File: config.mk
export PLATFORM = sky130hd
export DESIGN_NAME = demux_row_loader
export DESIGN_NICKNAME = d
export VERILOG_FILES = /design/src/rtl/demux_row_loader_pkg.sv /design/src/rtl/demux_row_shadow.sv /design/src/rtl/demux_row_loader.sv
export SDC_FILE = /design/constraint.sdc
export NUM_CORES = 1
export LEC_CHECK = 0
export ABC_CLOCK_PERIOD_IN_PS = 1200
export BUFFER_PORTS_ARGS = -buffer_cell sky130_fd_sc_hd__buf_2
export CORE_AREA = 2 2 57 59
export CTS_BUF_LIST = sky130_fd_sc_hd__clkbuf_16
export CTS_CLUSTER_SIZE = 10
export DETAILED_ROUTE_END_ITERATION = 7
export DIE_AREA = 0 0 59 61
export PLACE_DENSITY = 0.7
export SYNTH_ARGS = -nofsm -noshare
export SYNTH_HDL_FRONTEND = slang
export SYNTH_SLANG_ARGS = --single-unit
File: constraint.sdc
create_clock -name DemuxRow_CLOCK_50 -period 1.2 [get_ports DemuxRow_CLOCK_50]
set_input_delay 0.06 -clock DemuxRow_CLOCK_50 [delete_from_list [all_inputs] [get_ports DemuxRow_CLOCK_50]]
set_output_delay 0.06 -clock DemuxRow_CLOCK_50 [all_outputs]
set_load 0.05 [all_outputs]
File: src/rtl/demux_row_loader_pkg.sv
// rtl/demux_row_loader_pkg.sv - shared widths, FSM encodings and shift directions for the row loader
package demux_row_loader_pkg;

    localparam int DATAWIDTH_SELECTOR_DEF = 3;
    localparam int DATAWIDTH_DATA_DEF     = 8;

    typedef enum logic [1:0] {
        ST_IDLE    = 2'b00,
        ST_LOAD    = 2'b01,
        ST_PUBLISH = 2'b10
    } loader_state_t;

    localparam logic DIR_LEFT  = 1'b0;
    localparam logic DIR_RIGHT = 1'b1;

endpackage

File: src/rtl/demux_row_shadow.sv
// rtl/demux_row_shadow.sv - write index counter and demultiplexed shadow row register
module demux_row_shadow
    import demux_row_loader_pkg::*;
#(
    parameter int DATAWIDTH_SELECTOR = DATAWIDTH_SELECTOR_DEF,
    parameter int DATAWIDTH_DATA     = DATAWIDTH_DATA_DEF
) (
    input  logic                          clk,
    input  logic                          rst,
    input  logic                          beat_en,
    input  logic                          bit_in,
    output logic [DATAWIDTH_SELECTOR-1:0] index,
    output logic [DATAWIDTH_DATA-1:0]     shadow
);

    logic [DATAWIDTH_DATA-1:0] wr_en;

    // One write enable per shadow bit, decoded from the current index
    for (genvar i = 0; i < DATAWIDTH_DATA; i++) begin : g_wr_en
        assign wr_en[i] = beat_en && (index == DATAWIDTH_SELECTOR'(i));
    end

    // Index advances on every accepted beat and wraps naturally after the last bit
    always_ff @(posedge clk) begin
        if (rst) begin
            index <= '0;
        end else if (beat_en) begin
            index <= index + 1'b1;
        end
    end

    // Shadow bits are only rewritten by beats; never cleared after a publish
    always_ff @(posedge clk) begin
        if (rst) begin
            shadow <= '0;
        end else begin
            for (int i = 0; i < DATAWIDTH_DATA; i++) begin
                if (wr_en[i]) begin
                    shadow[i] <= bit_in;
                end
            end
        end
    end

endmodule

File: src/rtl/demux_row_loader.sv
// rtl/demux_row_loader.sv - serial-to-parallel row loader with direct write and rotation of the published row
module demux_row_loader
    import demux_row_loader_pkg::*;
#(
    parameter int DATAWIDTH_SELECTOR = DATAWIDTH_SELECTOR_DEF,
    parameter int DATAWIDTH_DATA     = DATAWIDTH_DATA_DEF
) (
    input  logic                          DemuxRow_CLOCK_50,
    input  logic                          DemuxRow_RESET_InHigh,
    input  logic                          DemuxRow_Bit_In,
    input  logic                          DemuxRow_Valid_In,
    output logic                          DemuxRow_Ready_Out,
    input  logic [DATAWIDTH_SELECTOR-1:0] DemuxRow_Select_Bus_In,
    input  logic                          DemuxRow_Write_In,
    input  logic                          DemuxRow_Shift_In,
    input  logic                          DemuxRow_Dir_In,
    output logic [DATAWIDTH_DATA-1:0]     DemuxRow_Data_Bus_Out,
    output logic                          DemuxRow_Done_Out
);

    localparam logic [DATAWIDTH_SELECTOR-1:0] LAST_INDEX = DATAWIDTH_SELECTOR'(DATAWIDTH_DATA - 1);

    loader_state_t                 state_q;
    loader_state_t                 state_d;
    logic                          beat_en;
    logic [DATAWIDTH_SELECTOR-1:0] index;
    logic [DATAWIDTH_DATA-1:0]     shadow;
    logic [DATAWIDTH_DATA-1:0]     rotated_row;
    logic [DATAWIDTH_DATA-1:0]     edited_row;

    assign DemuxRow_Ready_Out = (state_q != ST_PUBLISH);
    assign beat_en            = DemuxRow_Valid_In && DemuxRow_Ready_Out;

    demux_row_shadow #(
        .DATAWIDTH_SELECTOR(DATAWIDTH_SELECTOR),
        .DATAWIDTH_DATA    (DATAWIDTH_DATA)
    ) u_shadow (
        .clk    (DemuxRow_CLOCK_50),
        .rst    (DemuxRow_RESET_InHigh),
        .beat_en(beat_en),
        .bit_in (DemuxRow_Bit_In),
        .index  (index),
        .shadow (shadow)
    );

    // FSM state register
    always_ff @(posedge DemuxRow_CLOCK_50) begin
        if (DemuxRow_RESET_InHigh) begin
            state_q <= ST_IDLE;
        end else begin
            state_q <= state_d;
        end
    end

    // Next state: first beat starts a row, beat at the last index publishes for one cycle
    always_comb begin
        state_d = state_q;
        case (state_q)
            ST_IDLE: begin
                if (beat_en) begin
                    state_d = ST_LOAD;
                end
            end
            ST_LOAD: begin
                if (beat_en && (index == LAST_INDEX)) begin
                    state_d = ST_PUBLISH;
                end
            end
            ST_PUBLISH: begin
                state_d = ST_IDLE;
            end
            default: begin
                state_d = ST_IDLE;
            end
        endcase
    end

    // Candidate published row: rotate first, then overlay the direct write
    always_comb begin
        rotated_row = '0;
        edited_row  = '0;
        if (DemuxRow_Dir_In == DIR_RIGHT) begin
            rotated_row = {DemuxRow_Data_Bus_Out[0], DemuxRow_Data_Bus_Out[DATAWIDTH_DATA-1:1]};
        end else begin
            rotated_row = {DemuxRow_Data_Bus_Out[DATAWIDTH_DATA-2:0], DemuxRow_Data_Bus_Out[DATAWIDTH_DATA-1]};
        end
        edited_row = DemuxRow_Shift_In ? rotated_row : DemuxRow_Data_Bus_Out;
        if (DemuxRow_Write_In) begin
            edited_row[DemuxRow_Select_Bus_In] = DemuxRow_Bit_In;
        end
    end

    // Published row and done pulse: publish wins and drops any shift/write that cycle
    always_ff @(posedge DemuxRow_CLOCK_50) begin
        if (DemuxRow_RESET_InHigh) begin
            DemuxRow_Data_Bus_Out <= '0;
            DemuxRow_Done_Out     <= 1'b0;
        end else if (state_q == ST_PUBLISH) begin
            DemuxRow_Data_Bus_Out <= shadow;
            DemuxRow_Done_Out     <= 1'b1;
        end else begin
            DemuxRow_Data_Bus_Out <= edited_row;
            DemuxRow_Done_Out     <= 1'b0;
        end
    end

endmodule

==> results of run 1 <==
-- power by group --
part           internal, µW  total [µW]  switching (µW)
logic                   122         318             196
clock network           662         924             262
registers               767         803            35.8
total                  1550        2040             494
-- layout make-up --
type,count,area (µm²)
repair buffers,24,135
multi-input cells,102,779
fillers,280,1420
clock buffers,3,75.1
clock inverters,1,30.0
inverters,7,31.3
flip-flops and latches,22,445
well taps,33,41.3
-- cell usage in the layout, fill, tap and decap left out --
cell       netlist  routed
and2_1           2       2
nor3_1           2       2
ha_4             0       2
o31ai_1          2       1
nor2_1          18      18
a211oi_2         8       8
inv_1            6       6
and3_1           1       1
bufinv_16        0       1
nor2b_1          3       3
nand3_1          6       6
nand4_1          5       5
o31ai_2          0       1
a221o_1          8       8
o21ai_0          3       3
and2b_1          1       1
inv_6            0       1
dfxtp_2          0       4
buf_2            6      18
clkbuf_16        0       3
mux2i_1         14      14
dfxtp_1         22      18
a21oi_1         13      13
a311oi_1         1       1
nor2b_4          1       1
nand2b_1         7       7
and3b_1          1       1
buf_4            0       6
ha_1             6       4
-- stage by stage --
stage	total power, µW	worst slack [ns]
2_1_floorplan	1050	-0.127
3_3_place_gp	1120	0.0688
3_5_place_dp	1130	0.0183
4_1_cts	2050	0.00792
5_1_grt	2130	0.00146
6_report	2040	0.0555
-- worst max-delay path: cells and delay by family, from the launching register on --
family                     cells  cell delay [ns]
DFF                            1             0.35
AOI/OAI and AO/OA              2             0.32
adders and majority gates      2             0.31
buffers and inverters          1             0.04
-- cell families (layout without fill, tap and decap cells) --
family	after synthesis	count (layout)	share of synthesized area, %
AO/OA/AOI/OAI	35	35	22.1
adder cells (fa/ha/maj)	6	6	5.85
buffers and inverters	16	35	7.22
flip-flops	22	22	34.3
multiplexers	14	14	10.9
AND/OR/NAND/NOR	47	47	19.5
-- final timing paths --
path | cells past startpoint | endpoint | slack [ns]
max reg2reg | 5 | u_shadow.shadow[3] | 0.06
max | 5 | u_shadow.shadow[3] | 0.06
min reg2reg | 1 | state_q[1] | 0.42
min | 3 | u_shadow.shadow[7] | 0.11
-- per-layer routing --
metal / vias up / routed length (µm) / GRT usage, %
met4: 0 / 55 / 7.14
met2: 26 / 1270 / 29.2
li1: 544 / - / -
met1: 483 / 1230 / 18.9
met3: 7 / 99 / 2.56
met5: - / 0 / 0
-- state kept, by name, summed over array words and instances, names as in the netlist --
name	flops
u_shadow.shadow	8
DemuxRow_Data_Bus_Out	8
DemuxRow_Done_Out	1
u_shadow.index	3
state_q	2
==> results.sh, run 1 <==
export IMPL_cts_buffer_depth=2
export IMPL_arrival_ns=1.28
export IMPL_drt_iter0_markers=45
export IMPL_rsz0062_at_grt="false"
export IMPL_synth_top_area_share_pct=34.3
export IMPL_cts_root_buf="clkbuf_16"
export IMPL_synth_edff_count=0
export IMPL_crit_path_end_kind="flop"
export IMPL_crit_type="flop to flop"
export IMPL_grt_max_degree=23
export IMPL_max_freq_ghz=0.874
export IMPL_place_gp_congestion=0.853
export IMPL_place_inst=188
export IMPL_synth_cells_most_frequent="22 x dfxtp_1, 18 x nor2_1, 14 x mux2i_1"
export IMPL_startpoint="u_shadow.index[0]"
export IMPL_synth_area_top_cells="dfxtp_1 34%, mux2i_1 11%, a211oi_2 7.8%"
export IMPL_synth_async_reset_ratio_pct=0
export IMPL_synthMostInstantiatedCell="dfxtp_1"
export IMPL_cp_max_fo=2
export IMPL_instances_no_fill=192
export IMPL_grt_pass1_wl_um=4430
export IMPL_ys_ff_latch=22
export IMPL_status="finished, final reports clean"
export IMPL_syn_area_per_cell_um2=9.16
export IMPL_worst_path_max_delay_cell="dfxtp_2"
export IMPL_cts_tree="yes"
export IMPL_nets=176
export IMPL_ctsHoldBuffers=0
export IMPL_place_hpwl_um=1940
export IMPL_synth_top_cell_by_area="dfxtp_1"
export IMPL_cp_data_required_time_ns=1.34
export IMPL_cts_resized=2
export IMPL_antenna_left=0
export IMPL_grtUsageTotal_pct=16.2
export IMPL_drtPass1Iterations=4
export IMPL_vias=1060
export IMPL_vias_per_cell=5.52
export IMPL_hp_class="primary input to flop"
export IMPL_synthFlopType="dfxtp_1"
export IMPL_fin_hold_ws_ns=0.108
export IMPL_clk_pin_slew_ns=0.06
export IMPL_max_stage_delay_ns=0.35
export IMPL_crit_chain="ha_4 -> ha_1 -> inv_1 -> o31ai_1 -> a21oi_1"
export IMPL_area_growth_pct=19.9
export IMPL_core_area_um2=2950
export IMPL_ios=20
export IMPL_yosysWarnings=0
export IMPL_synth_cells=140
export IMPL_start_util_pct=43.4
export IMPL_drc=0
export IMPL_avgRoutedWirePerCell_um=13.8
export IMPL_maxSlewViolCount=0
export IMPL_antenna_found_initial=0
export IMPL_postCtsSetupBuffers=0
export IMPL_syn_cell_area_um2=1280
export IMPL_post_dp_cell_area_um2=1390
export IMPL_finalSetupTns_ns=0
export IMPL_startpoint_type="flop"
export IMPL_fin_crit_ns=1.14
export IMPL_p_per_area_nw_per_um2=1330
export IMPL_die_y_um=61
export IMPL_finalHoldViolCount=0
export IMPL_place_port_buffers=19
export IMPL_fin_worst_skew_ns=0.00533
export IMPL_drive_above_1_share_pct=28.3
export IMPL_ir_drop_v=0.000663
export IMPL_yosysUniqueCellTypes=25
export IMPL_wirelength_um=2650
export IMPL_diodes=0
export IMPL_final_core_util_pct=52.1
export IMPL_finalSetupViolCount=0
export IMPL_clock_latency_ns=0.25
export IMPL_seq_area_frac_synth_pct=34.3
export IMPL_fin_area_um2=1540
export IMPL_hold_path_startpoint="DemuxRow_Bit_In"
export IMPL_overflow=0
export IMPL_p_leak_uw=0.000669
export IMPL_cts_max_level=1
export IMPL_numCtsBuffers=3
export IMPL_grt_pass1_vias=1017
export IMPL_syn_nets=156
export IMPL_drv_cap=0
export IMPL_worst_pin_slew_ns=0.310
export IMPL_slew_limit_headroom_pct=79.3
export IMPL_cts_sink_count=22
export IMPL_placementRows=20
export IMPL_dieWidth_um=59
export IMPL_dieArea_um2=3600
export IMPL_period_share_pct=95.4
export IMPL_r2r_start="u_shadow.index[0]"
No activity file was read; power rests on OpenSTA's default activity.
==> run 2: changes to the inputs <==
==> constraint.sdc (replaced) <==
create_clock -name DemuxRow_CLOCK_50 -period 1.2 [get_ports DemuxRow_CLOCK_50]
set_input_delay 0.06 -clock DemuxRow_CLOCK_50 [delete_from_list [all_inputs] [get_ports DemuxRow_CLOCK_50]]
set_output_delay 0.06 -clock DemuxRow_CLOCK_50 [all_outputs]
set_load 0.02 [all_outputs]
==> results.sh, run 2 (synthesis gave the netlist of run 1 again) <==
export IMPL_status="finished, final reports clean"
export IMPL_final_cell_mix="19 x dfxtp_1, 19 x buf_2, 18 x nor2_1"
export IMPL_crit_path_end_kind="flop"
export IMPL_crit_cells=5
export IMPL_cts_tree="yes"
export IMPL_area_growth_pct=19.6
export IMPL_overflow=0
export IMPL_cp_data_required_time_ns=1.34
export IMPL_antenna_left=0
export IMPL_drv_cap=0
export IMPL_grt_pass1_vias=1017
export IMPL_fin_area_um2=1530
export IMPL_r2r_start="u_shadow.index[0]"
export IMPL_crit_chain="ha_4 -> ha_1 -> inv_1 -> o31ai_1 -> a21oi_1"
export IMPL_final_core_util_pct=51.9
export IMPL_worst_path_max_delay_cell="dfxtp_2"
export IMPL_arrival_ns=1.28
export IMPL_finalSetupTns_ns=0
export IMPL_cts_buffer_depth=2
export IMPL_avgRoutedWirePerCell_um=13.8
export IMPL_worst_pin_slew_ns=0.310
export IMPL_finalHoldViolCount=0
export IMPL_cts_sink_count=22
export IMPL_critPathTopFamily="flip-flops"
export IMPL_holdPathStages=3
export IMPL_start_util_pct=43.4
export IMPL_diodes=0
export IMPL_cp_max_fo=2
export IMPL_hp_class="primary input to flop"
export IMPL_vias=1060
export IMPL_drive_above_1_share_pct=27.7
export IMPL_place_gp_congestion=0.853
export IMPL_period_share_pct=95.4
export IMPL_antenna_found_initial=0
export IMPL_clk_pin_slew_ns=0.06
export IMPL_ios=20
export IMPL_place_port_buffers=19
export IMPL_r2r_cells=5
export IMPL_grtUsageTotal_pct=16.2
export IMPL_startpoint_type="flop"
export IMPL_vias_per_cell=5.52
export IMPL_worst_slack_ns=0.0555
export IMPL_hold_path_startpoint="DemuxRow_Bit_In"
export IMPL_place_hpwl_um=1940
export IMPL_postCtsSetupBuffers=0
export IMPL_clock_latency_ns=0.25
export IMPL_power_uw=2000
export IMPL_dieArea_um2=3600
export IMPL_ir_drop_v=0.000661
export IMPL_reg_top3="DemuxRow_Data_Bus_Out (8), u_shadow.shadow (8), u_shadow.index (3)"
export IMPL_numCtsBuffers=3
export IMPL_core_area_um2=2950
export IMPL_crit_buf_inv=1
export IMPL_grt_max_degree=23
export IMPL_place_ws_ns=0.0183
export IMPL_rsz0062_at_grt="false"
export IMPL_placementRows=20
export IMPL_drc=0
export IMPL_dieWidth_um=59
export IMPL_wirelength_um=2650
export IMPL_crit_type="flop to flop"
export IMPL_max_stage_delay_ns=0.35
export IMPL_fin_worst_skew_ns=0.00533
export IMPL_slew_limit_headroom_pct=79.3
export IMPL_startpoint="u_shadow.index[0]"
export IMPL_p_leak_uw=0.000667
export IMPL_maxSlewViolCount=0
export IMPL_die_y_um=61
export IMPL_nets=176
export IMPL_finalSetupViolCount=0
export IMPL_cts_max_level=1
export IMPL_max_freq_ghz=0.874
export IMPL_grt_pass1_wl_um=4430
export IMPL_fin_crit_ns=1.14
export IMPL_post_dp_cell_area_um2=1390
export IMPL_p_per_area_nw_per_um2=1300
export IMPL_cts_root_buf="clkbuf_16"
export IMPL_drtPass1Iterations=4
export IMPL_drt_iter0_markers=45
==> run 2: changes by cell type in the layout (fill, tap and decap cells not counted) <==
cell,change
dfxtp_2,-1
dfxtp_1,+1
buf_2,+1
buf_4,-1
==> run 2: worst paths after layout <==
check	endpoint	slack (ns)
setup / recovery	u_shadow.shadow[3]	0.06
hold / removal	u_shadow.shadow[7]	0.11
setup reg to reg	u_shadow.shadow[3]	0.06
hold reg to reg	state_q[1]	0.42
==> run 2: metal layers <==
layer / track usage [%] / wire [µm] / vias up
met4: 7.14 / 55 / 0
met1: 18.9 / 1230 / 483
met2: 29.2 / 1270 / 26
met5: 0 / 0 / -
li1: - / - / 544
met3: 2.56 / 99 / 7
==> run 2: layout make-up <==
type	count	area [µm²]
multi-input combinational	102	779
sequential	22	444
timing repair buffer	24	133
tap	33	41.3
inverter	7	31.3
clock buffer	3	75.1
clock inverter	1	30.0
fill	282	1420
==> run 2: repair_timing <==
| action | in CTS | in global routing |
|---|---|---|
| setup endpoints to repair | 1 | 4 |
| gates resized for setup | 1 | 9 |
| hold buffers | 0 | 0 |
| gates cloned | 0 | 0 |
==> run 2: worst register-to-register path, cell delays in order, from the launching register on <==
cell     delay, ns
dfxtp_2       0.35
ha_4          0.15
ha_1          0.16
inv_1         0.04
o31ai_1       0.23
a21oi_1       0.09
==> run 2: power breakdown <==
group | switching [µW] | total, µW | internal [µW]
sequential | 35.8 | 803 | 767
combinational | 152 | 273 | 122
clock | 262 | 924 | 662
==> run 2: per-stage QoR <==
step / hold WS [ns] / cells
after CTS: 0.113 / 192
after global routing: 0.121 / 192
after global placement: 0.368 / 188
after floorplan: 0.210 / 140
final: 0.108 / 192
after detailed placement: 0.380 / 188
